**src/rtl/aux_uart_tx.sv**
```systemverilog
// Auxiliary UART transmitter: FIFO-buffered bytes serialised as 8N1 at a fixed baud rate.
// Frames are sent back-to-back while the FIFO holds data; tx idles high.
module aux_uart_tx #(
  parameter int unsigned CLK_FREQUENCY = 50_000_000,
  parameter int unsigned BAUD_RATE     = 115_200,
  parameter int unsigned FIFO_DEPTH    = 16
) (
  input  logic                          clk,
  input  logic                          reset_n,
  input  logic                          i_wr_valid,
  input  logic [7:0]                    i_wr_data,
  output logic                          o_wr_ready,
  output logic                          o_overflow,
  input  logic                          i_overflow_clr,
  output logic [$clog2(FIFO_DEPTH):0]   o_fifo_count,
  output logic                          o_busy,
  output logic                          o_tx
);

  localparam int unsigned DIV   = CLK_FREQUENCY / BAUD_RATE;
  localparam int unsigned CNT_W = (DIV > 1) ? $clog2(DIV) : 1;
  localparam int unsigned AW    = $clog2(FIFO_DEPTH);
  localparam int unsigned CW    = AW + 1;

  if (DIV < 2) begin : g_bad_div
    $error("aux_uart_tx: CLK_FREQUENCY / BAUD_RATE must be at least 2");
  end
  if ((FIFO_DEPTH < 2) || ((FIFO_DEPTH & (FIFO_DEPTH - 1)) != 0)) begin : g_bad_depth
    $error("aux_uart_tx: FIFO_DEPTH must be a power of 2 and at least 2");
  end

  typedef enum logic [1:0] {S_IDLE, S_START, S_DATA, S_STOP} state_t;

  logic [7:0]       r_mem [FIFO_DEPTH];
  logic [AW-1:0]    r_wr_ptr;
  logic [AW-1:0]    r_rd_ptr;
  logic [CW-1:0]    r_count;
  logic             r_overflow;
  state_t           r_state;
  logic [CNT_W-1:0] r_baud_cnt;
  logic [2:0]       r_bit_idx;
  logic [7:0]       r_shift;
  logic             r_tx;

  logic             w_wr_ready;
  logic             w_push;
  logic             w_pop;
  logic             w_baud_end;
  logic [7:0]       w_head;

  assign w_wr_ready = (r_count != CW'(FIFO_DEPTH));
  assign w_push     = i_wr_valid && w_wr_ready;
  assign w_baud_end = (r_baud_cnt == CNT_W'(DIV - 1));
  assign w_head     = r_mem[r_rd_ptr];
  // The FSM takes the head byte either from idle or at the end of a stop bit.
  assign w_pop      = (r_count != CW'(0)) &&
                      ((r_state == S_IDLE) || ((r_state == S_STOP) && w_baud_end));

  always_ff @(posedge clk) begin
    if (w_push) r_mem[r_wr_ptr] <= i_wr_data;
  end

  always_ff @(posedge clk or negedge reset_n) begin
    if (!reset_n) begin
      r_wr_ptr <= '0;
      r_rd_ptr <= '0;
      r_count  <= '0;
    end else begin
      if (w_push) r_wr_ptr <= r_wr_ptr + AW'(1);
      if (w_pop)  r_rd_ptr <= r_rd_ptr + AW'(1);
      case ({w_push, w_pop})
        2'b10:   r_count <= r_count + CW'(1);
        2'b01:   r_count <= r_count - CW'(1);
        default: r_count <= r_count;
      endcase
    end
  end

  // Set has priority over clear so a rejected byte is never hidden.
  always_ff @(posedge clk or negedge reset_n) begin
    if (!reset_n) begin
      r_overflow <= 1'b0;
    end else if (i_wr_valid && !w_wr_ready) begin
      r_overflow <= 1'b1;
    end else if (i_overflow_clr) begin
      r_overflow <= 1'b0;
    end
  end

  always_ff @(posedge clk or negedge reset_n) begin
    if (!reset_n) begin
      r_state    <= S_IDLE;
      r_tx       <= 1'b1;
      r_baud_cnt <= '0;
      r_bit_idx  <= '0;
      r_shift    <= '0;
    end else begin
      case (r_state)
        S_IDLE: begin
          if (w_pop) begin
            r_shift    <= w_head;
            r_tx       <= 1'b0;
            r_baud_cnt <= '0;
            r_state    <= S_START;
          end
        end
        S_START: begin
          if (w_baud_end) begin
            r_baud_cnt <= '0;
            r_bit_idx  <= '0;
            r_tx       <= r_shift[0];
            r_state    <= S_DATA;
          end else begin
            r_baud_cnt <= r_baud_cnt + CNT_W'(1);
          end
        end
        S_DATA: begin
          if (w_baud_end) begin
            r_baud_cnt <= '0;
            if (r_bit_idx == 3'd7) begin
              r_tx    <= 1'b1;
              r_state <= S_STOP;
            end else begin
              r_bit_idx <= r_bit_idx + 3'd1;
              r_tx      <= r_shift[r_bit_idx + 3'd1];
            end
          end else begin
            r_baud_cnt <= r_baud_cnt + CNT_W'(1);
          end
        end
        S_STOP: begin
          if (w_baud_end) begin
            r_baud_cnt <= '0;
            if (w_pop) begin
              r_shift <= w_head;
              r_tx    <= 1'b0;
              r_state <= S_START;
            end else begin
              r_state <= S_IDLE;
            end
          end else begin
            r_baud_cnt <= r_baud_cnt + CNT_W'(1);
          end
        end
        default: begin
          r_tx    <= 1'b1;
          r_state <= S_IDLE;
        end
      endcase
    end
  end

  assign o_wr_ready   = w_wr_ready;
  assign o_overflow   = r_overflow;
  assign o_fifo_count = r_count;
  assign o_busy       = (r_state != S_IDLE) || (r_count != CW'(0));
  assign o_tx         = r_tx;

endmodule

```
**config.mk**
```make
export PLATFORM = sky130hd
export DESIGN_NAME = aux_uart_tx
export DESIGN_NICKNAME = d
export VERILOG_FILES = /design/src/rtl/aux_uart_tx.sv
export SDC_FILE = /design/constraint.sdc
export NUM_CORES = 1
export LEC_CHECK = 0
export BUFFER_PORTS_ARGS = -buffer_cell sky130_fd_sc_hd__buf_2
export CELL_PAD_IN_SITES_DETAIL_PLACEMENT = 1
export CELL_PAD_IN_SITES_GLOBAL_PLACEMENT = 2
export CORE_MARGIN = 2
export CORE_UTILIZATION = 48
export CTS_BUF_LIST = sky130_fd_sc_hd__clkbuf_8
export DETAILED_ROUTE_END_ITERATION = 10
export PLACE_DENSITY = 0.83
export SLEW_MARGIN = 30
export SYNTH_ARGS = -nofsm -noshare
export SYNTH_HDL_FRONTEND = slang
export SYNTH_SLANG_ARGS = --single-unit
```
**constraint.sdc**
```tcl
create_clock -name clk -period 6.7 [get_ports clk]
set_input_delay 1.34 -clock clk [delete_from_list [all_inputs] [get_ports clk]]
set_output_delay 1.34 -clock clk [all_outputs]
set_load 0.005 [all_outputs]
```
==> summary.txt, run 1 <==
Critical path
  • Reg2Reg Launch Point: o_fifo_count[1]
  • Crit. Startpoint: o_fifo_count[1]
  • Worst path max stage delay: 0.49 ns
  • Worst path bufs/invs: 2
  • Kind of critical path: register to output pin
  • CP endpoint kind: output pin
  • Worst-path cell chain: nor4_2, and3_1, inv_2, buf_2
  • Crit-path leading delay family: simple AND/OR/NAND/NOR gates
  • Data required, critical path: 5.36 ns
  • Critical path's slowest cell: dfrtp_1
  • Startpoint Class: register
  • Critical Path AT: 2.04 ns
  • CP Max Fanout: 8

Clock network
  • Post-CTS setup buffer count: 0
  • CTS Buf Count: 17
  • Clock Latency Late Sink: 0.46 ns
  • Worst-case clock buffer depth: 2
  • Root buf cell: clkbuf_8
  • H-tree depth: 4
  • CTS sink cnt: 165
  • Hold-fix buffers, CTS: 0
  • Resize count post-CTS: 0
  • CTS tree: yes
  • Clock-pin slew on the worst setup and hold paths: 0.10 ns

Detailed routing
  • DR DRC count: 0
  • Drt total wl: 14.61 mm
  • Vias per inst: 5.809
  • Antenna-violating nets left: 0
  • Detailed router's first-iteration violation count: 209
  • Via count: 3,689
  • First-pass detailed-route iteration total: 4
  • DR WL/cell: 23.01 um

Synth
  • Sequential area share after synthesis: 67.26%
  • Mapped Area: 7093 um^2
  • Syn_nets: 445
  • Unique masters post-synth: 54
  • Largest family of logic cells by synthesized area: multiplexers
  • Post-synth ARST share: 22.42%
  • Synth Area in Adders: 3.175%
  • XOR/XNOR Fraction of Synth Area: 1.852%
  • Seq cells post-synth: 165
  • Post-synthesis compound-gate area fraction: 5.451%
  • Main synth FF type: edfxtp_1
  • Warning count from the yosys run: 0
  • EDFF count, synth: 128
  • Syn Inst Count: 415
  • Avg Cell Area, Syn: 17.09 um^2
  • Mux contribution to synthesized area: 13.74%
  • Simple-gate area share of the yosys netlist: 6.368%

Run status
  • Status: completed

Die
  • Rows: 44
  • # IOs: 21
  • Die X: 125.6 um
  • CORE AREA: 14,480 um^2
  • Initial core utilization: 48.99%
  • Die ar.: 15,770 um^2
  • DIE HEIGHT: 125.6 um

Power
  • Int Pwr: 0.001733 W
  • Sw Share: 26.68%
  • PwrDens: 302.6 nW/um^2
  • NetSw: 0.0006304 W
  • Combinational share of power: 10.7%
  • Lkg Pwr: 2.778 nW
  • Peak VDD IR: 0.1767 mV
  • Part of the power in the clock network: 35.0%
  • Flop pwr share: 54.4%

Place
  • IO buf count: 20
  • Dpl hpwl: 9.488 mm
  • RePlAce Congestion: 0.7582
  • Inst Count DP: 603
  • Placed cell area: 7342 um^2

Timing
  • Slew @ Worst Pin: 0.9007 ns
  • Final setup violation count: 0
  • Final Cycle Share: 50.38%
  • Pins Over Slew Limit: 0
  • Final Hold Fails: 0
  • Slew HR: 39.73%
  • Layout Skew: 0.01273 ns
  • Fin Setup TNS: 0 ns
  • RSZ-0062 raised after global routing: no
  • Fmax: 296.3 MHz
  • Period minus WS final: 3.375 ns

Min path
  • Hold Path Class: register to register
  • HP Start: r_shift[7]

Global route
  • GRT Util Overall: 19.91%
  • GRT Residual Overflow: 0
  • First-pass GRT wire length: 23.20 mm
  • Number of global-route vias before repair: 4,008
  • Antenna violations before repair: 0
  • Largest net degree at the start of global routing: 38

Cells and area
  • Most frequent cells in the layout: edfxtp_1, nand2_1, dfrtp_1
  • Ratio of cells with drive above 1 in the final layout: 23.28%
  • Final Cell Area: 7810 um^2
  • Fin cells: 635
  • Most common cell after layout, fill and taps aside: edfxtp_1
  • Diode count: 0
  • Final net count: 468
  • P&R area growth vs syn: 10.11%

Job
  • Max Cap Violations: 0
==> cell families after synthesis <==
kind of cell	count (synthesis)
flops	165
simple gates	87
compound gates	55
mux	47
buf+inv	28
fa+ha+maj	18
xor+xnor	15
==> routing by layer <==
metal / up-vias / share of wire (%) / global-route usage, %
met5: - / 0 / 0
met4: 0 / 1.7 / 6.797
met3: 24 / 3.5 / 3.894
met2: 67 / 51 / 32.43
met1: 1932 / 44 / 27.14
li1: 1666 / - / -
==> area by class of cell <==
type	count	area, um^2
fillers	1359	6669
flip-flops and latches	165	4773
multi-input cells	222	2190
clock buffers	17	234.0
clock inverters	15	231.5
well taps	184	230.2
repair buffers	21	110.1
inverters	11	41.29
==> stage by stage <==
stage / total power, W / hold WS [ns] / util [%] / worst slack [ns]
finish: 0.002363 / 0.5187 / 53.94 / 3.325
detailed placement: 0.001561 / 0.4927 / 50.71 / 3.277
global route: 0.002454 / 0.5471 / 53.94 / 3.148
global placement: 0.001537 / 0.4946 / 50.57 / 3.323
CTS: 0.002385 / 0.5203 / 53.92 / 3.296
floorplan: 0.001450 / 0.4635 / - / 3.564
==> flip-flops by register name (all words and copies together), names as in the netlist <==
| register | flops |
|---|---|
| r_shift | 8 |
| r_rd_ptr | 4 |
| o_tx | 1 |
| r_mem | 128 |
| r_bit_idx | 3 |
| r_wr_ptr | 4 |
| r_baud_cnt | 9 |
| o_fifo_count | 5 |
| r_state | 2 |
| o_overflow | 1 |
==> synth_stat cells, types with 2 or more instances <==
library cell / n / area, um^2
nand3_1: 2 / 10.01
ha_1: 18 / 225.2
dfrtp_1: 36 / 900.9
nand3b_1: 3 / 22.52
mux4_2: 25 / 563.0
edfxtp_1: 128 / 3844
nand2b_1: 3 / 18.77
and4_1: 2 / 17.52
inv_1: 9 / 33.78
nor3_1: 5 / 25.02
mux2_2: 2 / 22.52
nand2_1: 34 / 127.6
xor2_1: 8 / 70.07
nor2b_1: 4 / 25.02
and3_1: 6 / 37.54
mux2_4: 8 / 120.1
mux4_1: 9 / 236.5
nand4_1: 2 / 12.51
o21ai_1: 15 / 75.07
xnor2_1: 7 / 61.31
buf_1: 3 / 11.26
buf_6: 2 / 22.52
a21oi_1: 3 / 15.01
nor2_1: 16 / 60.06
a21oi_4: 2 / 32.53
and2_1: 3 / 18.77
buf_2: 4 / 20.02
o21ai_0: 6 / 30.03
mux2_1: 2 / 22.52
inv_2: 2 / 7.510
a22oi_1: 18 / 135.1
clkbuf_1: 6 / 22.52
==> worst reg2reg max path, delay by kind of cell, from the launching register on <==
| kind | cells | cell delay [ns] |
|---|---|---|
| AND/OR/NAND/NOR | 4 | 0.96 |
| adder cells (fa/ha/maj) | 2 | 0.58 |
| AO/OA/AOI/OAI | 3 | 0.50 |
| flip-flops | 1 | 0.49 |
| XOR/XNOR | 2 | 0.25 |
| buffers and inverters | 1 | 0.11 |
==> power by group through the flow <==
stage	Clock [W]	Combinational, W	Sequential [W]
4_1_cts	0.000841	0.000258	0.00129
3_5_place_dp	0	0.000254	0.00131
2_1_floorplan	0	0.000182	0.00127
6_report	0.000826	0.000252	0.00128
5_1_grt	0.000875	0.000284	0.00130
3_3_place_gp	0	0.000244	0.00129
==> worst paths after layout <==
kind                                    to  slack (ns)  cells after the start
max                                 o_busy        3.32                      4
min                             r_shift[7]        0.52                      1
max reg2reg                o_fifo_count[4]        3.73                     12
min reg2reg                     r_shift[7]        0.52                      1
max in group asynchronous      r_rd_ptr[2]        5.48                      1
min in group asynchronous    r_baud_cnt[6]        0.85                      1
No activity file was read; power rests on OpenSTA's default activity.
==> run 2, diff against run 1 <==
==> constraint.sdc (replaced) <==
create_clock -name clk -period 3.4 [get_ports clk]
set_input_delay 0.68 -clock clk [delete_from_list [all_inputs] [get_ports clk]]
set_output_delay 0.68 -clock clk [all_outputs]
set_load 0.005 [all_outputs]
==> run 2 against run 1 <==
Combinational power is 110% higher. Sequential power is 97% higher. Utilization is 0.22 points higher. Clock skew is 0.0051 ns higher. Count of clock-buffer cells in the layout stayed put. Flip-flop and latch count stayed put. Sequential share of layout area is 0.27 points lower. Final area is 0.42% higher. Non-clock buffer count is 14 higher. Wire length is 0.11% lower. Worst setup slack worse by 2.8 ns. First-iteration DRC count is 12% higher.
==> summary.txt, run 2 (same netlist as run 1, synthesis figures left out) <==
Place
  • IO buf count: 20
  • RePlAce Congestion: 0.7390
  • Dpl hpwl: 10.26 mm

Detailed routing
  • First-pass detailed-route iteration total: 4
  • DR DRC count: 0
  • Vias per inst: 5.716
  • Via count: 3,710
  • Drt total wl: 14.59 mm
  • Detailed router's first-iteration violation count: 234
  • Antenna-violating nets left: 0
  • DR WL/cell: 22.49 um

Die
  • CORE AREA: 14,480 um^2
  • Rows: 44
  • # IOs: 21
  • Die X: 125.6 um
  • Initial core utilization: 48.99%
  • Die ar.: 15,770 um^2
  • DIE HEIGHT: 125.6 um

Job
  • Max Cap Violations: 0

Global route
  • Largest net degree at the start of global routing: 38
  • GRT Residual Overflow: 0
  • Antenna violations before repair: 0
  • First-pass GRT wire length: 23.34 mm
  • GRT Util Overall: 19.82%
  • Number of global-route vias before repair: 4,064

Critical path
  • CP Max Fanout: 9
  • Kind of critical path: register to register
  • Critical path's slowest cell: dfrtp_1
  • Most Frequent Cell on Critical Path: ha_1
  • Critical Path AT: 3.28 ns
  • Reg-to-reg slack, setup: 0.50 ns
  • Data required, critical path: 3.79 ns
  • Startpoint Class: register
  • Worst-path cell chain: nor4_2, nand2_1, and2_1, inv_2, ha_1, xor2_1, ha_1, o21a_1, o21ai_0, nand3b_1, a21oi_1, xnor2_1
  • CP endpoint kind: register
  • Worst path max stage delay: 0.47 ns

Timing
  • Fmax: 345.2 MHz
  • Final Hold Fails: 0
  • Final setup violation count: 0
  • Period minus WS final: 2.897 ns
  • Fin Setup TNS: 0 ns
  • RSZ-0062 raised after global routing: no
  • Layout Skew: 0.01780 ns
  • Slew @ Worst Pin: 0.8677 ns
  • Slew HR: 41.94%
  • Hold slack: 0.3216 ns
  • Pins Over Slew Limit: 0
  • Final Cycle Share: 85.21%

Clock network
  • Post-CTS setup buffer count: 0
  • CTS sink cnt: 165
  • Clock-pin slew on the worst setup and hold paths: 0.10 ns
  • CTS Buf Count: 17
  • Root buf cell: clkbuf_8
  • CTS tree: yes
  • Resize count post-CTS: 0
  • Worst-case clock buffer depth: 2
  • Clock Latency Late Sink: 0.47 ns
  • H-tree depth: 4
  • Hold-fix buffers, CTS: 0

Cells and area
  • Biggest regs: r_mem: 128 flops, r_baud_cnt: 9 flops, r_shift: 8 flops
  • Most frequent cells in the layout: edfxtp_1, dfrtp_1, nand2_1
  • Ratio of cells with drive above 1 in the final layout: 24.73%
  • Most common cell after layout, fill and taps aside: edfxtp_1
  • Biggest register: r_mem
  • Max reg flops: 128
  • Diode count: 0
  • Register Area: 4772 um^2
  • P&R area growth vs syn: 10.57%
  • Area of the multi-input gates: 2170 um^2
  • Final net count: 482
  • Fillers: 1,318

Power
  • Peak VDD IR: 0.3344 mV
  • Lkg Pwr: 2.822 nW
  • PwrDens: 568.0 nW/um^2

Run status
  • Status: completed

Min path
  • Hold Path Class: input port to async pin
## run 2: final timing paths
| path | startpoint | end | cells after the start |
|---|---|---|---|
| max | o_fifo_count[1] | o_fifo_count[4] | 12 |
| min | reset_n | r_wr_ptr[3] | 1 |
| max reg2reg | o_fifo_count[1] | o_fifo_count[4] | 12 |
| min reg2reg | r_shift[7] | r_shift[7] | 1 |
| max in group asynchronous | reset_n | r_rd_ptr[0] | 1 |
| min in group clk | i_overflow_clr | o_overflow | 2 |
## run 2: per-layer routing
metal	routed length (um)	global-route usage [%]
met5	0	0
met4	202	6.340
met3	528	4.365
met2	7387	32.66
met1	6475	26.53
## run 2: layout make-up
type / instances / area share [%]
clock buffers: 17 / 2.983
clock inverters: 15 / 2.170
flip-flops and latches: 165 / 60.85
inverters: 11 / 0.5265
multi-input cells: 222 / 27.66
repair buffers: 35 / 2.872
well taps: 184 / 2.936
## run 2: through the flow
| stage | cell area, um^2 | instances | total power (W) | setup WS [ns] | utilization [%] |
|---|---|---|---|---|---|
| after CTS | 7843 | 649 | 0.004497 | 0.4443 | 54.17 |
| after global routing | 7843 | 649 | 0.004643 | 0.1019 | 54.17 |
| after global placement | 7438 | 617 | 0.003042 | 0.5422 | 51.37 |
| after floorplan | 7093 | 415 | 0.002856 | 0.6540 | - |
| after detailed placement | 7438 | 617 | 0.003098 | 0.5030 | 51.37 |
| final | 7843 | 649 | 0.004454 | 0.5027 | 54.17 |
## run 2: critical path, delay by kind of cell (launching register included)
family                     cells  cell delay [ns]
and+or+nand+nor                4             0.93
buffers and inverters          1             0.10
DFF                            1             0.47
AOI/OAI and AO/OA              3             0.48
xor gates and xnor gates       2             0.26
adders and majority gates      2             0.56
## run 2: where the power goes
part           leakage [nW]  internal [W]  switching (W)
registers              1.61       0.00239       0.000132
clock network         0.203      0.000562       0.000842
logic                  1.01      0.000209       0.000321
total                  2.82       0.00316        0.00130
